==> config.mk <==
export PLATFORM = sky130hd
export DESIGN_NAME = fetch_unit
export DESIGN_NICKNAME = d
export VERILOG_FILES = /design/src/rtl/fetch_unit.sv
export SDC_FILE = /design/constraint.sdc
export NUM_CORES = 1
export LEC_CHECK = 0
export ABC_AREA = 1
export ABC_CLOCK_PERIOD_IN_PS = 2000
export CAP_MARGIN = 20
export CORE_UTILIZATION = 46
export CTS_CLUSTER_DIAMETER = 50
export DETAILED_ROUTE_END_ITERATION = 16
export PLACE_DENSITY = 0.81
export SETUP_SLACK_MARGIN = 0.2
export SYNTH_ARGS = -nofsm -noshare
export SYNTH_HDL_FRONTEND = slang
export SYNTH_SLANG_ARGS = --single-unit
==> constraint.sdc <==
create_clock -name CLK -period 2 [get_ports CLK]
set_input_delay 0.3 -clock CLK [delete_from_list [all_inputs] [get_ports CLK]]
set_output_delay 0.3 -clock CLK [all_outputs]
set_load 0.03 [all_outputs]
==> src/rtl/fetch_unit.sv <==
// fetch_unit: PC owner and IF/ID write side; req/ack fetch with NOP bubbles, stall hold and branch redirect.
module fetch_unit #(
    parameter logic [31:0] RESET_PC = 32'h0000_0000,
    parameter logic [31:0] NOP_WORD = 32'h0000_0000
) (
    input  logic        CLK,
    input  logic        reset,
    input  logic        nEN,
    input  logic        PCSrcD,
    input  logic [31:0] PCBranchD,
    output logic        imem_req,
    output logic [31:0] imem_addr,
    input  logic        imem_ack,
    input  logic [31:0] imem_rdata,
    output logic [31:0] InstrF,
    output logic [31:0] PCplus4F,
    output logic [31:0] PCF,
    output logic        fetch_bubble
);
    typedef enum logic [1:0] {FETCH, HOLD, DRAIN} state_t;
    state_t      state;
    logic [31:0] hold_word, redir_pc, drain_target;
    logic        valid;
    // a redirect always kills whatever word is on offer this cycle
    assign valid = !reset && !PCSrcD && (state == FETCH ? imem_ack : state == HOLD);
    assign InstrF = !valid ? NOP_WORD : state == HOLD ? hold_word : imem_rdata;
    assign fetch_bubble = !valid;
    assign imem_req = !reset && state != HOLD;
    assign imem_addr = PCF;
    assign PCplus4F = PCF + 32'd4;
    assign drain_target = PCSrcD ? PCBranchD : redir_pc;
    always_ff @(posedge CLK) begin
        if (reset) begin
            state     <= FETCH;
            PCF       <= RESET_PC;
            hold_word <= NOP_WORD;
            redir_pc  <= RESET_PC;
        end else begin
            case (state)
                FETCH: begin
                    if (PCSrcD) begin
                        if (imem_ack) PCF <= PCBranchD;
                        else begin
                            redir_pc <= PCBranchD;
                            state    <= DRAIN;
                        end
                    end else if (imem_ack && nEN) begin
                        hold_word <= imem_rdata;
                        state     <= HOLD;
                    end else if (imem_ack) PCF <= PCplus4F;
                end
                HOLD: begin
                    if (PCSrcD) begin
                        hold_word <= NOP_WORD;
                        PCF       <= PCBranchD;
                        state     <= FETCH;
                    end else if (!nEN) begin
                        PCF   <= PCplus4F;
                        state <= FETCH;
                    end
                end
                DRAIN: begin
                    // wrong-path request must complete before the address may move
                    redir_pc <= drain_target;
                    if (imem_ack) begin
                        PCF   <= drain_target;
                        state <= FETCH;
                    end
                end
                default: state <= FETCH;
            endcase
        end
    end
endmodule

==> metrics.cfg, run 1 <==
[yosys]
postSynthAreaPerCell_um2 = 6.257
yosysSeqAreaShare = 0.3386
netlist_area_um2 = 5794
synth_area_leaders = dfxtp_1 (34%), nand2_1 (20%), a21oi_1 (14%), o21ai_0 (7.5%), nor2_1 (4.6%)
synthFlopType = dfxtp_1
ys_warn_count = 0
synth_top_area_frac = 0.3386
async_flop_share = 0
ys_ff_latch = 98
synth_edf_count = 0
synth_common_cells = nand2_1 (313), a21oi_1 (161), dfxtp_1 (98)
synthCells = 926
yosysMostFrequentCell = nand2_1
synth_largest_area_cell = dfxtp_1
synth_nets = 996
synth_cell_types = 30

[timing]
worstEpCategory = output port
grt_repair_worst_endpoint = PCplus4F[26]

[place]
gp_congestion = 0.9298
dp_slack_ps = -58.25
place_area_um2 = 8159
portBuffers = 198
post-dp-hpwl_mm = 12.80

[global_route]
grt-ovfl-total = 13
track_usage = 0.7574
grt_start_max_net_pins = 65

[floorplanning]
row_count = 40
io_pins = 199
fp.dieW_um = 114.2
start_util = 0.4764
die_h_um = 114.2

[cts]
numCtsBuffers = 9
clk_path_buf_depth = 2
htree_levels = 3
clkSinkCount = 98
cts_root_buffer = clkbuf_16

[status]
error = [ERROR GRT-0232] Routing congestion too high. Check the congestion heatmap in the GUI.
lastStage = global routing (5_1_grt)
outcome = stopped before the end

## timing repair
item	4_1_cts
resized for setup	306
cloned	13
pin swaps	67
hold buffers	0
endpoints found under the setup margin	106
setup buffers	34
## metrics by stage
step                        util  std cells
after CTS                 0.8112       1312
after detailed placement  0.6709       1249
after global placement    0.6709       1249
after floorplan                -        926
## cells by family after synthesis
group                      count (synthesis)  share of synthesized area
and+or+nand+nor                          417                     0.2881
xor gates and xnor gates                  15                    0.02267
adders and majority gates                  1                   0.002159
AOI/OAI and AO/OA                        279                     0.2485
buffers and inverters                    116                    0.09998
DFF                                       98                     0.3386
## layer usage
layer  GRT usage  overflow
met1      0.7646         0
met2      0.9240         4
met3      0.5876         0
met4      0.7818         9
met5      0.2000         0
==> run 2, diff against run 1 <==
--- a/config.mk
+++ b/config.mk
@@ -8,11 +8,9 @@
 export ABC_AREA = 1
 export ABC_CLOCK_PERIOD_IN_PS = 2000
 export CAP_MARGIN = 20
-export CORE_UTILIZATION = 46
-export CTS_CLUSTER_DIAMETER = 50
+export CORE_UTILIZATION = 40
 export DETAILED_ROUTE_END_ITERATION = 16
-export PLACE_DENSITY = 0.81
-export SETUP_SLACK_MARGIN = 0.2
+export PLACE_DENSITY_LB_ADDON = 0.15
 export SYNTH_ARGS = -nofsm -noshare
 export SYNTH_HDL_FRONTEND = slang
 export SYNTH_SLANG_ARGS = --single-unit
==> metrics.cfg, run 2 <==
[status]
outcome = finished with violations  ; was stopped before the end
violations = setup timing

[power]
power.leakage_nw = 3.698
pwr_density_cell_nw_per_um2 = 683.3
peakVddDrop_uv = 543.2
finalPower_w = 0.005984

[floorplanning]
start_util = 0.4142  ; was 0.4764
fp.dieW_um = 122.4  ; was 114.2 µm
row_count = 43  ; was 40
dieArea_um2 = 14970
io_pins = 199  ; unchanged
die_h_um = 122.4  ; was 114.2 µm
placeableCoreArea_um2 = 13990

[detailed_routing]
drcViolationCount = 0
drt_iter0_markers = 354
num_vias = 6599
drt_wl_total_mm = 18.07
antenna_left = 0
wire_per_inst_um = 13.98
post_drt_via_cell_ratio = 5.104
dr.pass1.iters = 5

[yosys]
synth_area_leaders = dfxtp_1 (34%), nand2_1 (20%), a21oi_1 (14%), o21ai_0 (7.5%), nor2_1 (4.6%)  ; unchanged
synth_largest_area_cell = dfxtp_1  ; unchanged
yosysMostFrequentCell = nand2_1  ; unchanged
ys_warn_count = 0  ; unchanged
synth_edf_count = 0  ; unchanged
async_flop_share = 0  ; unchanged
netlist_area_um2 = 5794  ; unchanged
synth_top_area_frac = 0.3386  ; unchanged
postSynthAreaPerCell_um2 = 6.257  ; unchanged
synth_cell_types = 30  ; unchanged
ys_ff_latch = 98  ; unchanged
synth_common_cells = nand2_1 (313), a21oi_1 (161), dfxtp_1 (98)  ; unchanged
synthFlopType = dfxtp_1  ; unchanged
yosysSeqAreaShare = 0.3386  ; unchanged
synthCells = 926  ; unchanged
synth_nets = 996  ; unchanged

[cts]
cts.hold.buffers_added = 0  ; unchanged
numCtsBuffers = 9  ; unchanged
insertion_delay_ps = 360
path_clk_slew_ps = 80
cts_root_buffer = clkbuf_16  ; unchanged
cts_tree = yes
clk_path_buf_depth = 2  ; unchanged
htree_levels = 3  ; unchanged
clkSinkCount = 98  ; unchanged

[finish]
top_regs = PCF x32, hold_word x32, redir_pc x32
mostFrequentLayoutCells = nand2_1 (298), a21oi_1 (160), clkdlybuf4s50_1 (136)
diodes = 0
layout.nets = 1178
layout_commonest_cell = nand2_1
nFillCells = 1280
final_layout_size_suffix_gt1_frac = 0.2022
post-route-cell-area_um2 = 8758
area_growth_pct = 51.16

[setup_path]
crit_type = register to output pin
critPathMaxStageDelay_ps = 370
cp_slowest_cell = dfxtp_4
cp_data_required_time_ps = 1700
worstPathMaxFanout = 4
cp-start-kind = register
arrival_ps = 1800
crit_path_end_kind = output pin
crit_chain = ha_4 > nand2_4 > nor2_4 > nand2_1 > nor2_1 > buf_4 > xor2_2 > buf_6

[timing]
period_share = 1.050
setup_viol = 14
clock_skew_ps = 8.505
final.setup.worst_slack_ps = -99.69
rsz0062_at_grt = yes
tightest_slew_ps = 595.2
layout_min_cycle_time_ps = 2100
slew_headroom = 0.6032
max_freq_ghz = 0.4763
slew_violations = 0
hold_viol = 0

[flow_run]
cap_violations = 0

[global_route]
antenna_found_initial = 0
grt_start_max_net_pins = 65
grt_pass1_vias = 5879
track_usage = 0.2412
grt-ovfl-total = 0
grt_first_pass_wirelength_mm = 28.63

[place]
post-dp-hpwl_mm = 11.99  ; was 12.80 mm
dp_slack_ps = 20.65  ; was -58.25 ps
portBuffers = 198  ; unchanged
place_area_um2 = 7925  ; was 8159 µm²
gp_congestion = 0.8355  ; was 0.9298

[min_path]
holdCritPathClass = register to register

-- run 2: cell counts after synthesis --
No cell type changed its count.
-- run 2: worst paths after layout --
| path | start | endpoint | slack [ps] | cells after the start |
|---|---|---|---|---|
| max | PCF[2]$_SDFFE_PP0P_ | PCplus4F[16] | -100 | 8 |
| min reg2reg | hold_word[11]$_SDFFE_PP0P_ | hold_word[11]$_SDFFE_PP0P_ | 500 | 2 |
| min | hold_word[11]$_SDFFE_PP0P_ | hold_word[11]$_SDFFE_PP0P_ | 500 | 2 |
| max reg2reg | PCF[2]$_SDFFE_PP0P_ | PCF[30]$_SDFFE_PP0P_ | 210 | 15 |
-- run 2: cell families after synthesis --
family          Yosys count  synth area share
simple gates            417            0.2881
compound gates          279            0.2485
buf+inv                 116           0.09998
flops                    98            0.3386
xor+xnor                 15           0.02267
fa+ha+maj                 1          0.002159
-- run 2: stage by stage --
stage	setup TNS (ps)	hold slack, ps	std cells	utilization
floorplan	0	460.9	926	-
global placement	0	481.0	1255	0.5665
detailed placement	0	488.9	1255	0.5665
CTS	-370.1	497.8	1288	0.6158
global route	-2419	524.7	1293	0.6261
finish	-603.4	496.6	1293	0.6261
-- run 2: area by class of cell --
cell class	instances	area [µm²]	area share
Clock inverter	7	86.33	0.009857
Sequential cell	98	2007	0.2291
Timing Repair Buffer	262	2549	0.2910
Tap cell	180	225.2	0.02571
Inverter	25	101.3	0.01157
Clock buffer	9	225.2	0.02571
Multi-Input combinational cell	712	3565	0.4070
-- run 2: worst max-delay path, delay by kind of cell, from the launching register on --
family                   cells  cell delay, ps
AND/OR/NAND/NOR              4             380
flip-flops                   1             370
XOR/XNOR                     1             190
adder cells (fa/ha/maj)      1             160
buffers and inverters        2             330
-- run 2: what timing repair did --
action | 4_1_cts | 5_1_grt
gates cloned | 1 | 0
resized for setup | 79 | 36
setup buffers | 16 | 5
setup endpoints to repair | 62 | 42
pin swaps | 25 | 19
-- run 2: routing by layer --
layer	vias up	track usage	share of wire
met1	2967	0.2948	0.43
met5	-	0	0
li1	3381	-	-
met2	226	0.4126	0.48
met4	0	0.08460	0.021
met3	25	0.05530	0.068
-- run 2: power breakdown --
group          internal (W)  switching [W]  total [W]  leakage (nW)
sequential          0.00212       0.000139    0.00226         0.817
clock              0.000998       0.000847    0.00184         0.150
combinational      0.000801        0.00108    0.00188          2.73
Note: power is estimated with default switching activity, not from simulation.
==> run 3, diff against run 2 <==
--- a/config.mk
+++ b/config.mk
@@ -14,3 +14,4 @@
 export SYNTH_ARGS = -nofsm -noshare
 export SYNTH_HDL_FRONTEND = slang
 export SYNTH_SLANG_ARGS = --single-unit
+export TNS_END_PERCENT = 100
==> results of run 3 <==
No change in the layout: final DEF, timing and power equal those of run 2.
==> run 4, diff against run 3 <==
--- a/config.mk
+++ b/config.mk
@@ -8,7 +8,8 @@
 export ABC_AREA = 1
 export ABC_CLOCK_PERIOD_IN_PS = 2000
 export CAP_MARGIN = 20
-export CORE_UTILIZATION = 40
+export CORE_UTILIZATION = 46
+export CTS_BUF_LIST = sky130_fd_sc_hd__clkbuf_16
 export DETAILED_ROUTE_END_ITERATION = 16
 export PLACE_DENSITY_LB_ADDON = 0.15
 export SYNTH_ARGS = -nofsm -noshare
==> metrics.cfg, run 4 (synthesis gave the netlist of run 2 again) <==
[timing]
period_share = 1.026  ; was 1.050
layout_min_cycle_time_ps = 2052  ; was 2100 ps
clock_skew_ps = 4.376  ; was 8.505 ps
setup_viol = 9  ; was 14
finalSetupTns_ps = -181.7  ; was -603.4 ps
rsz0062_at_grt = yes  ; unchanged
slew_headroom = 0.7516  ; was 0.6032
tightest_slew_ps = 369.6  ; was 595.2 ps
slew_violations = 0  ; unchanged
final.setup.worst_slack_ps = -52.42  ; was -99.69 ps
max_freq_ghz = 0.4872  ; was 0.4763 GHz
hold_viol = 0  ; unchanged

[global_route]
grt_pass1_vias = 6070  ; was 5879
grt_start_max_net_pins = 91  ; was 65
antenna_found_initial = 0  ; unchanged
grt-ovfl-total = 0  ; unchanged
track_usage = 0.2683  ; was 0.2412
grt_first_pass_wirelength_mm = 28.26  ; was 28.63 mm

[setup_path]
cp_data_required_time_ps = 1700  ; about the same
critical_path.reg2reg.startpoint = PCF[3]$_SDFFE_PP0P_  ; was PCF[2]$_SDFFE_PP0P_
crit_path_end_kind = output pin  ; unchanged
worstPathMaxFanout = 5  ; was 4
crit_type = register to output pin  ; unchanged
critPathLaunch = PCF[2]$_SDFFE_PP0P_  ; unchanged
cp-start-kind = register  ; unchanged
arrival_ps = 1750  ; was 1800 ps
r2r_slack_ps = 200  ; was 210 ps

[power]
pwr_density_cell_nw_per_um2 = 692.4  ; was 683.3 nW/µm²
peakVddDrop_uv = 411.2  ; was 543.2 µV
power.leakage_nw = 3.705  ; was 3.698 nW

[min_path]
holdCritPathClass = input pin to register  ; was register to register
hp-start = imem_ack  ; was hold_word[11]$_SDFFE_PP0P_

[detailed_routing]
antenna_left = 0  ; unchanged
dr.pass1.iters = 5  ; unchanged
post_drt_via_cell_ratio = 5.185  ; was 5.104
drt_wl_total_mm = 17.61  ; was 18.07 mm
drt_iter0_markers = 457  ; was 354
drcViolationCount = 0  ; unchanged
num_vias = 6616  ; was 6599
wire_per_inst_um = 13.80  ; was 13.98 µm

[floorplanning]
dieArea_um2 = 13050  ; was 14970 µm²
io_pins = 199  ; unchanged
placeableCoreArea_um2 = 12160  ; was 13990 µm²
start_util = 0.4764  ; was 0.4142
die_h_um = 114.2  ; was 122.4 µm
row_count = 40  ; was 43
fp.dieW_um = 114.2  ; was 122.4 µm

[place]
dp.cells = 1241  ; was 1255
dp_slack_ps = 38.20  ; was 20.65 ps
portBuffers = 198  ; unchanged
post-dp-hpwl_mm = 11.38  ; was 11.99 mm
gp_congestion = 0.8597  ; was 0.8355

[finish]
final_layout_size_suffix_gt1_frac = 0.1986  ; was 0.2022
nFillCells = 1021  ; was 1280
top_regs = PCF x32, hold_word x32, redir_pc x32  ; unchanged
layout_commonest_cell = nand2_1  ; unchanged
mostFrequentLayoutCells = nand2_1 (291), a21oi_1 (161), clkdlybuf4s50_1 (135)  ; was nand2_1 (298), a21oi_1 (160), clkdlybuf4s50_1 (136)
diodes = 0  ; unchanged
layout.nets = 1173  ; was 1178
instances_no_fill = 1276  ; was 1293
area_growth_pct = 50.70  ; was 51.16%

[cts]
clkSinkCount = 98  ; unchanged
clk_path_buf_depth = 2  ; unchanged
path_clk_slew_ps = 70  ; was 80 ps
htree_levels = 3  ; unchanged
cts_root_buffer = clkbuf_16  ; unchanged
numCtsBuffers = 9  ; unchanged
cts_tree = yes  ; unchanged
cts.hold.buffers_added = 0  ; unchanged
insertion_delay_ps = 350  ; was 360 ps

[status]
violations = setup timing  ; unchanged
outcome = finished with violations  ; unchanged

[flow_run]
cap_violations = 0  ; unchanged

run 4: layout make-up:
| class | count | area, µm² | share of cell area |
|---|---|---|---|
| clock buffers | 9 | 225.2 | 0.02579 |
| clock inverters | 7 | 92.59 | 0.01060 |
| inverters | 25 | 96.34 | 0.01103 |
| multi-input cells | 712 | 3560 | 0.4077 |
| flip-flops and latches | 98 | 1987 | 0.2275 |
| well taps | 168 | 210.2 | 0.02407 |
| repair buffers | 257 | 2561 | 0.2933 |
run 4: path summary, 6_finish.rpt:
check | cells past startpoint | end
max reg2reg | 14 | PCF[31]$_SDFFE_PP0P_
min | 4 | state[1]$_SDFFE_PP0P_
min reg2reg | 2 | hold_word[11]$_SDFFE_PP0P_
max | 8 | PCplus4F[18]
run 4: routing by layer:
metal | vias to the layer above | GRT usage | wire length (µm)
met3 | 29 | 0.04711 | 1116
met1 | 2981 | 0.3291 | 7599
met4 | 0 | 0.1013 | 365
li1 | 3371 | - | -
met2 | 235 | 0.4683 | 8527
met5 | - | 0 | 0
run 4: worst max-delay path: stages (launching register included):
cell and delay [ps]:
dfxtp_4 370, ha_4 160, nand2_4 60, nor2_4 110, nand2_4 90, nor2_4 150
buf_4 160, xor2_4 160, buf_6 150
run 4: through the flow:
stage,hold WS (ps),total power [W],utilization,cell area [µm²]
after floorplan,460.9,0.003374,-,5891
after global placement,482.8,0.004060,0.6502,7908
after detailed placement,485.1,0.004082,0.6502,7908
after CTS,494.6,0.006035,0.7034,8554
after global routing,370.2,0.006329,0.7180,8732
final,334.9,0.006046,0.7180,8732
run 4: what timing repair did:
item | 4_1_cts | 5_1_grt
pin swaps | 27 | 21
gates resized for setup | 77 | 35
buffers inserted | 14 | 3
setup endpoints to repair | 45 | 57
cloned | 0 | 2
run 4: report_power, final:
| part | switching, W | internal [W] | total (W) |
|---|---|---|---|
| Sequential | 0.000135 | 0.00213 | 0.00226 |
| Clock | 0.000785 | 0.00109 | 0.00188 |
| Combinational | 0.00109 | 0.000817 | 0.00190 |
==> RTL change 1 (flow settings as in run 4) <==
Reset style: asynchronous (`reset`), changed in one clocked block.
--- a/src/rtl/fetch_unit.sv
+++ b/src/rtl/fetch_unit.sv
@@ -29,7 +29,7 @@
     assign imem_addr = PCF;
     assign PCplus4F = PCF + 32'd4;
     assign drain_target = PCSrcD ? PCBranchD : redir_pc;
-    always_ff @(posedge CLK) begin
+    always_ff @(posedge CLK or posedge reset) begin
         if (reset) begin
             state     <= FETCH;
             PCF       <= RESET_PC;
Behaviour: differs if reset is asserted again (counterexample within 4 cycles, from zero or initial values and one cycle with reset high); with reset held inactive, the same outputs for 4 cycles.
==> RTL change 1 against run 4 <==
- sequential cell count did not move
- largest cell class unchanged
- synthesized area rose by 11%
- core utilization rose by 1.7 points
- critical path depth did not move
- wire length rose by 11%
- worst setup slack got worse by 0.15 ns
- worst hold slack got worse by 0.020 ns
- the run still ends with setup timing left
- design area rose by 13%
- cell count rose by 3.4%
- highest routed layer unchanged
Power is not compared: it rests on default switching activity, and its combinational part moved more than twofold at a synthesized area within 25%.
==> RTL change 1: results (changes against run 4) <==
Met3 Usage GRT -> 0.0401 (was 0.0471)
R2R Path End -> PCF[26]$_DFFE_PP0P_ (was PCF[31]$_SDFFE_PP0P_)
Worst Path Max Fanout -> 4 (was 5)
Outcome -> finished, violations left (unchanged)
Gpl congestion -> 0.828 (was 0.860)
Num tapcells -> 176 (was 168)
Synth area leaders -> dfrtp_1 38%, nand2_1 19%, a21oi_1 9.5% (was dfxtp_1 34%, nand2_1 20%, a21oi_1 14%)
Synthesized netlist cell count -> 927 (was 926)
Fin Clk Skew -> 0.00902 ns (was 0.00438 ns)
Worst R2R Start -> PCF[3]$_DFFE_PP0P_ (was PCF[3]$_SDFFE_PP0P_)
Area Overhead vs Synth -> 53.1% (was 50.7%)
Initial drt markers -> 387 (was 457)
Routing usage on met2 -> 0.445 (was 0.468)
Signal buf overhead -> 0.285 (was 0.293)
Failing checks -> setup timing (unchanged)
Post-DP HPWL -> 12.9 mm (was 11.4 mm)
Pre-CTS setup slack -> -0.108 ns (was 0.0382 ns)
Final WL -> 19.6 mm (was 17.6 mm)
Most instantiated cells after synthesis -> 330 x nand2_1, 122 x a21oi_1, 100 x nor2_1, 98 x dfrtp_1, 36 x buf_4 (was 313 x nand2_1, 161 x a21oi_1, 98 x dfxtp_1, 87 x o21ai_0, 71 x nor2_1)
Worst-Margin Slew -> 0.551 ns (was 0.370 ns)
Fin Setup TNS -> -2.89 ns (was -0.182 ns)
Met1 WL -> 8.31 mm (was 7.60 mm)
Vias in the first global route -> 6,171 (was 6,070)
Placed cell count -> 1,269 (was 1,241)
Endpoints failing setup -> 25 (was 9)
Total setup buffers inserted after CTS -> 19 (was 14)
Nonclk buf count -> 282 (was 257)
Worst path slowest cell -> dfrtp_1 (was dfxtp_4)
Non-CTS inverters -> 41 (was 25)
Dpl cell area -> 8740 um^2 (was 7910 um^2)
FF-to-FF setup slack -> 0.18 ns (was 0.20 ns)
Global Route Usage Sum -> 0.264 (was 0.268)
Final worst slack -> -0.202 ns (was -0.0524 ns)
Via Count -> 6,784 (was 6,616)
Share of cells above drive strength 1 -> 0.297 (was 0.199)
Met1 Usage GRT -> 0.342 (was 0.329)
Wire length on met2 -> 9.60 mm (was 8.53 mm)
Register-to-Register Path Depth -> 12 (was 14)
Top FF cell, synth -> dfrtp_1 (was dfxtp_1)
Nets@finish -> 1,209 (was 1,173)
Multi-input gates -> 707 (was 712)
Hold WC Path Type -> primary input to asynchronous set/reset pin (was primary input to register)
Synthesized net count -> 997 (was 996)
Routed wire per std cell -> 14.8 um (was 13.8 um)
Hold Slack -> 0.315 ns (was 0.335 ns)
Largest net degree at the start of global routing -> 99 (was 91)
Global-route wire length before repair -> 30.2 mm (was 28.3 mm)
Clock buf/inv share -> 0.0282 (was 0.0364)
Unique cell type count in the Yosys netlist -> 34 (was 30)
Met3 WL -> 1.19 mm (was 1.12 mm)
Reg area -> 2460 um^2 (was 1990 um^2)
Resize count post-CTS -> 90 (was 77)
## RTL change 1: cells by family (layout without fill, tap and decap cells)
logic type / after synthesis / in the layout / share of synthesized area
xor gates and xnor gates: 15 / 15 / 0.0203
AOI/OAI and AO/OA: 194 / 194 / 0.182
and+or+nand+nor: 497 / 497 / 0.314
DFF: 98 / 98 / 0.380
adders and majority gates: 1 / 1 / 0.00194
buffers and inverters: 122 / 339 / 0.102
## RTL change 1: worst max-delay path by stage
stage / slack (ns) / cells past startpoint / startpoint / endpoint
3_3_place_gp: -0.04 / 6 / PCSrcD / InstrF[1]
5_1_grt: -0.26 / 8 / PCF[2]$_DFFE_PP0P_ / PCplus4F[18]
4_1_cts: -0.17 / 10 / PCF[2]$_DFFE_PP0P_ / PCplus4F[22]
2_1_floorplan: -1.03 / 4 / reset / InstrF[10]
6_report: -0.20 / 8 / PCF[3]$_DFFE_PP0P_ / PCplus4F[18]
3_5_place_dp: -0.11 / 8 / PCSrcD / hold_word[5]$_DFFE_PP0P_
==> RTL change 2 (config.mk and constraints of run 4) <==
Without the edit above. Encoding of `state_t`: now one-hot (3 bits for 3 states).
--- a/src/rtl/fetch_unit.sv
+++ b/src/rtl/fetch_unit.sv
@@ -17,7 +17,7 @@
     output logic [31:0] PCF,
     output logic        fetch_bubble
 );
-    typedef enum logic [1:0] {FETCH, HOLD, DRAIN} state_t;
+    typedef enum logic [2:0] {FETCH = 3'b001, HOLD = 3'b010, DRAIN = 3'b100} state_t;
     state_t      state;
     logic [31:0] hold_word, redir_pc, drain_target;
     logic        valid;
Formal check against the unedited RTL: no difference found for any inputs over 4 cycles, from zero or initial values and one cycle with reset high; so few cycles prove little.
==> RTL change 2 against run 4 <==
- cell count increased by 4.4%
- design area increased by 7.0%
- clock skew increased by 0.0028 ns
- sequential cell count increased by 1
- power increased by 23%
- sequential share of layout area decreased by 0.83 points
- worst setup slack got worse by 0.11 ns
- highest routed layer unchanged
- the flow still finishes with violations (setup timing)
- maximum frequency decreased by 4.9%
- wire length increased by 13%
- critical endpoint unchanged
- count of clock-buffer cells in the layout unchanged
- sequential power increased by 9.3%
- synthesized area increased by 0.48%
==> RTL change 2: results (changes against run 4) <==
Delay-heaviest family, CP -> simple AND/OR/NAND/NOR gates (unchanged)
Sequential share of the synthesized area -> 0.340 (was 0.339)
Failing checks -> setup timing (unchanged)
Initial drt markers -> 729 (was 457)
Clk_lat worst skew -> 0.35 ns (about the same)
Hold WC Path Type -> primary input to register (unchanged)
Met1 WL -> 7.81 mm (was 7.60 mm)
Worst IR drop on VDD -> 0.368 mV (was 0.411 mV)
Clk buf depth -> 2 (unchanged)
P_sw -> 2.98 mW (was 2.01 mW)
Fill count -> 885 (was 1,021)
Biggest regs -> PCF (32), hold_word (32), redir_pc (32) (unchanged)
TritonRoute pass-1 iters -> 6 (was 5)
Clock sinks -> 99 (was 98)
WP data arrival -> 1.86 ns (was 1.75 ns)
YS warnings -> 0 (unchanged)
Largest net degree at the start of global routing -> 66 (was 91)
Gpl congestion -> 0.899 (was 0.860)
Top FF cell, synth -> dfxtp_1 (unchanged)
Synthesized net count -> 1,032 (was 996)
P_leak -> 3.94 nW (was 3.71 nW)
Global Route Usage Sum -> 0.267 (was 0.268)
Nets@finish -> 1,231 (was 1,173)
Max Used Layer -> met4 (unchanged)
Initial antenna violation count -> 0 (unchanged)
Worst Path Max Fanout -> 5 (unchanged)
Wire length on met2 -> 9.70 mm (was 8.53 mm)
Share of cells above drive strength 1 -> 0.249 (was 0.199)
Synth async-reset ratio -> 0 (unchanged)
Clock transition at path regs -> 0.07 ns (about the same)
IO buf count -> 198 (unchanged)
Final worst slack -> -0.158 ns (was -0.0524 ns)
Met3 WL -> 1.65 mm (was 1.12 mm)
Via Count -> 6,928 (was 6,616)
Endpoints failing setup -> 25 (was 9)
Outcome -> finished, violations left (unchanged)
Synth area leaders -> dfxtp_1 34%, nand2_1 22%, nor2_1 9.2% (was dfxtp_1 34%, nand2_1 20%, a21oi_1 14%)
Clock Tree Root -> clkbuf_16 (unchanged)
Post-synth EDFFs -> 0 (unchanged)
Post-DP HPWL -> 11.9 mm (was 11.4 mm)
Worst-Margin Slew -> 0.662 ns (was 0.370 ns)
Fin Clk Skew -> 0.00714 ns (was 0.00438 ns)
Vias in the first global route -> 5,833 (was 6,070)
Total CTS buffers -> 9 (unchanged)
Final WL -> 19.8 mm (was 17.6 mm)
Unique cell type count in the Yosys netlist -> 28 (was 30)
Antenna diode count -> 0 (unchanged)
Global-route wire length before repair -> 28.1 mm (was 28.3 mm)
CTS tree -> done (unchanged)
Most instantiated cells after synthesis -> 343 x nand2_1, 142 x nor2_1, 99 x dfxtp_1, 90 x a21oi_1, 55 x nand3_1 (was 313 x nand2_1, 161 x a21oi_1, 98 x dfxtp_1, 87 x o21ai_0, 71 x nor2_1)
Register-to-Register Path Depth -> 10 (was 14)
Hold path depth -> 3 (was 4)
RTL change 2: cell count changes after synthesis, sizes merged, moves of 5 or more:
cell           run 4  this run
o21ai             96        41
nor2              78       149
a31oi             13         0
nand3             11        55
nand3b             7         2
inv               24        56
a211oi             5         0
a21oi            161        91
xnor2              5         0
xor2              10        15
nand2            315       348
RTL change 2: cells by family after synthesis:
family,after synthesis,share of synthesized area
XOR/XNOR,15,0.0226
AO/OA/AOI/OAI,137,0.121
adder cells (fa/ha/maj),1,0.00215
buffers and inverters,142,0.119
AND/OR/NAND/NOR,568,0.395
flip-flops,99,0.340
RTL change 2: power by group through the flow:
stage               combinational (mW)  clock (mW)  sequential, mW
global route                      3.62        1.68            2.50
detailed placement                3.01           0            2.46
CTS                               3.16        1.59            2.44
global placement                  2.98           0            2.45
finish                            3.39        1.58            2.47
floorplan                         1.69           0            2.69
RTL change 2: worst min-delay path: cells and delay by family:
kind                   cells  cell delay [ns]
and+or+nand+nor            1             0.11
AOI/OAI and AO/OA          1             0.06
buffers and inverters      1             0.27
RTL change 2: cell type report:
cell class | count | share of cell area
multi-input combinational | 721 | 0.408
timing repair buffer | 274 | 0.300
sequential | 99 | 0.219
clock buffer | 9 | 0.0241
inverter | 56 | 0.0233
tap | 168 | 0.0225
clock inverter | 5 | 0.00254
RTL change 2: final timing paths:
kind                              start                    endpoint  slack (ns)
min reg2reg  hold_word[27]$_SDFFE_PP0P_  hold_word[27]$_SDFFE_PP0P_        0.46
max reg2reg       state[1]$_SDFFE_PP0P_   hold_word[9]$_SDFFE_PP0P_        0.17
min                            imem_ack       state[1]$_SDFFE_PP0P_        0.43
max                 PCF[3]$_SDFFE_PP0P_                PCplus4F[18]       -0.16
RTL change 2: layer usage:
layer	global-route usage	vias up
met2	0.447	368
met1	0.338	3128
met3	0.0508	50
li1	-	3382
met5	0	-
met4	0.109	0
RTL change 2: what timing repair did:
action / in CTS / in global routing
resized for setup: 99 / 146
pin swaps: 15 / 27
setup buffers: 13 / 15
gates cloned: 2 / 3
endpoints found under the setup margin: 57 / 55
RTL change 2: per-stage QoR:
stage | cell area (um^2) | instances | setup WS [ns] | setup TNS [ns] | power [mW]
finish | 9340 | 1332 | -0.158 | -1.16 | 7.45
global route | 9340 | 1332 | -0.209 | -4.33 | 7.80
CTS | 8540 | 1314 | -0.114 | -0.490 | 7.19
detailed placement | 7850 | 1285 | 0.0119 | 0 | 5.47
global placement | 7850 | 1285 | 0.0447 | 0 | 5.44
floorplan | 5880 | 962 | -0.0407 | -0.366 | 4.38
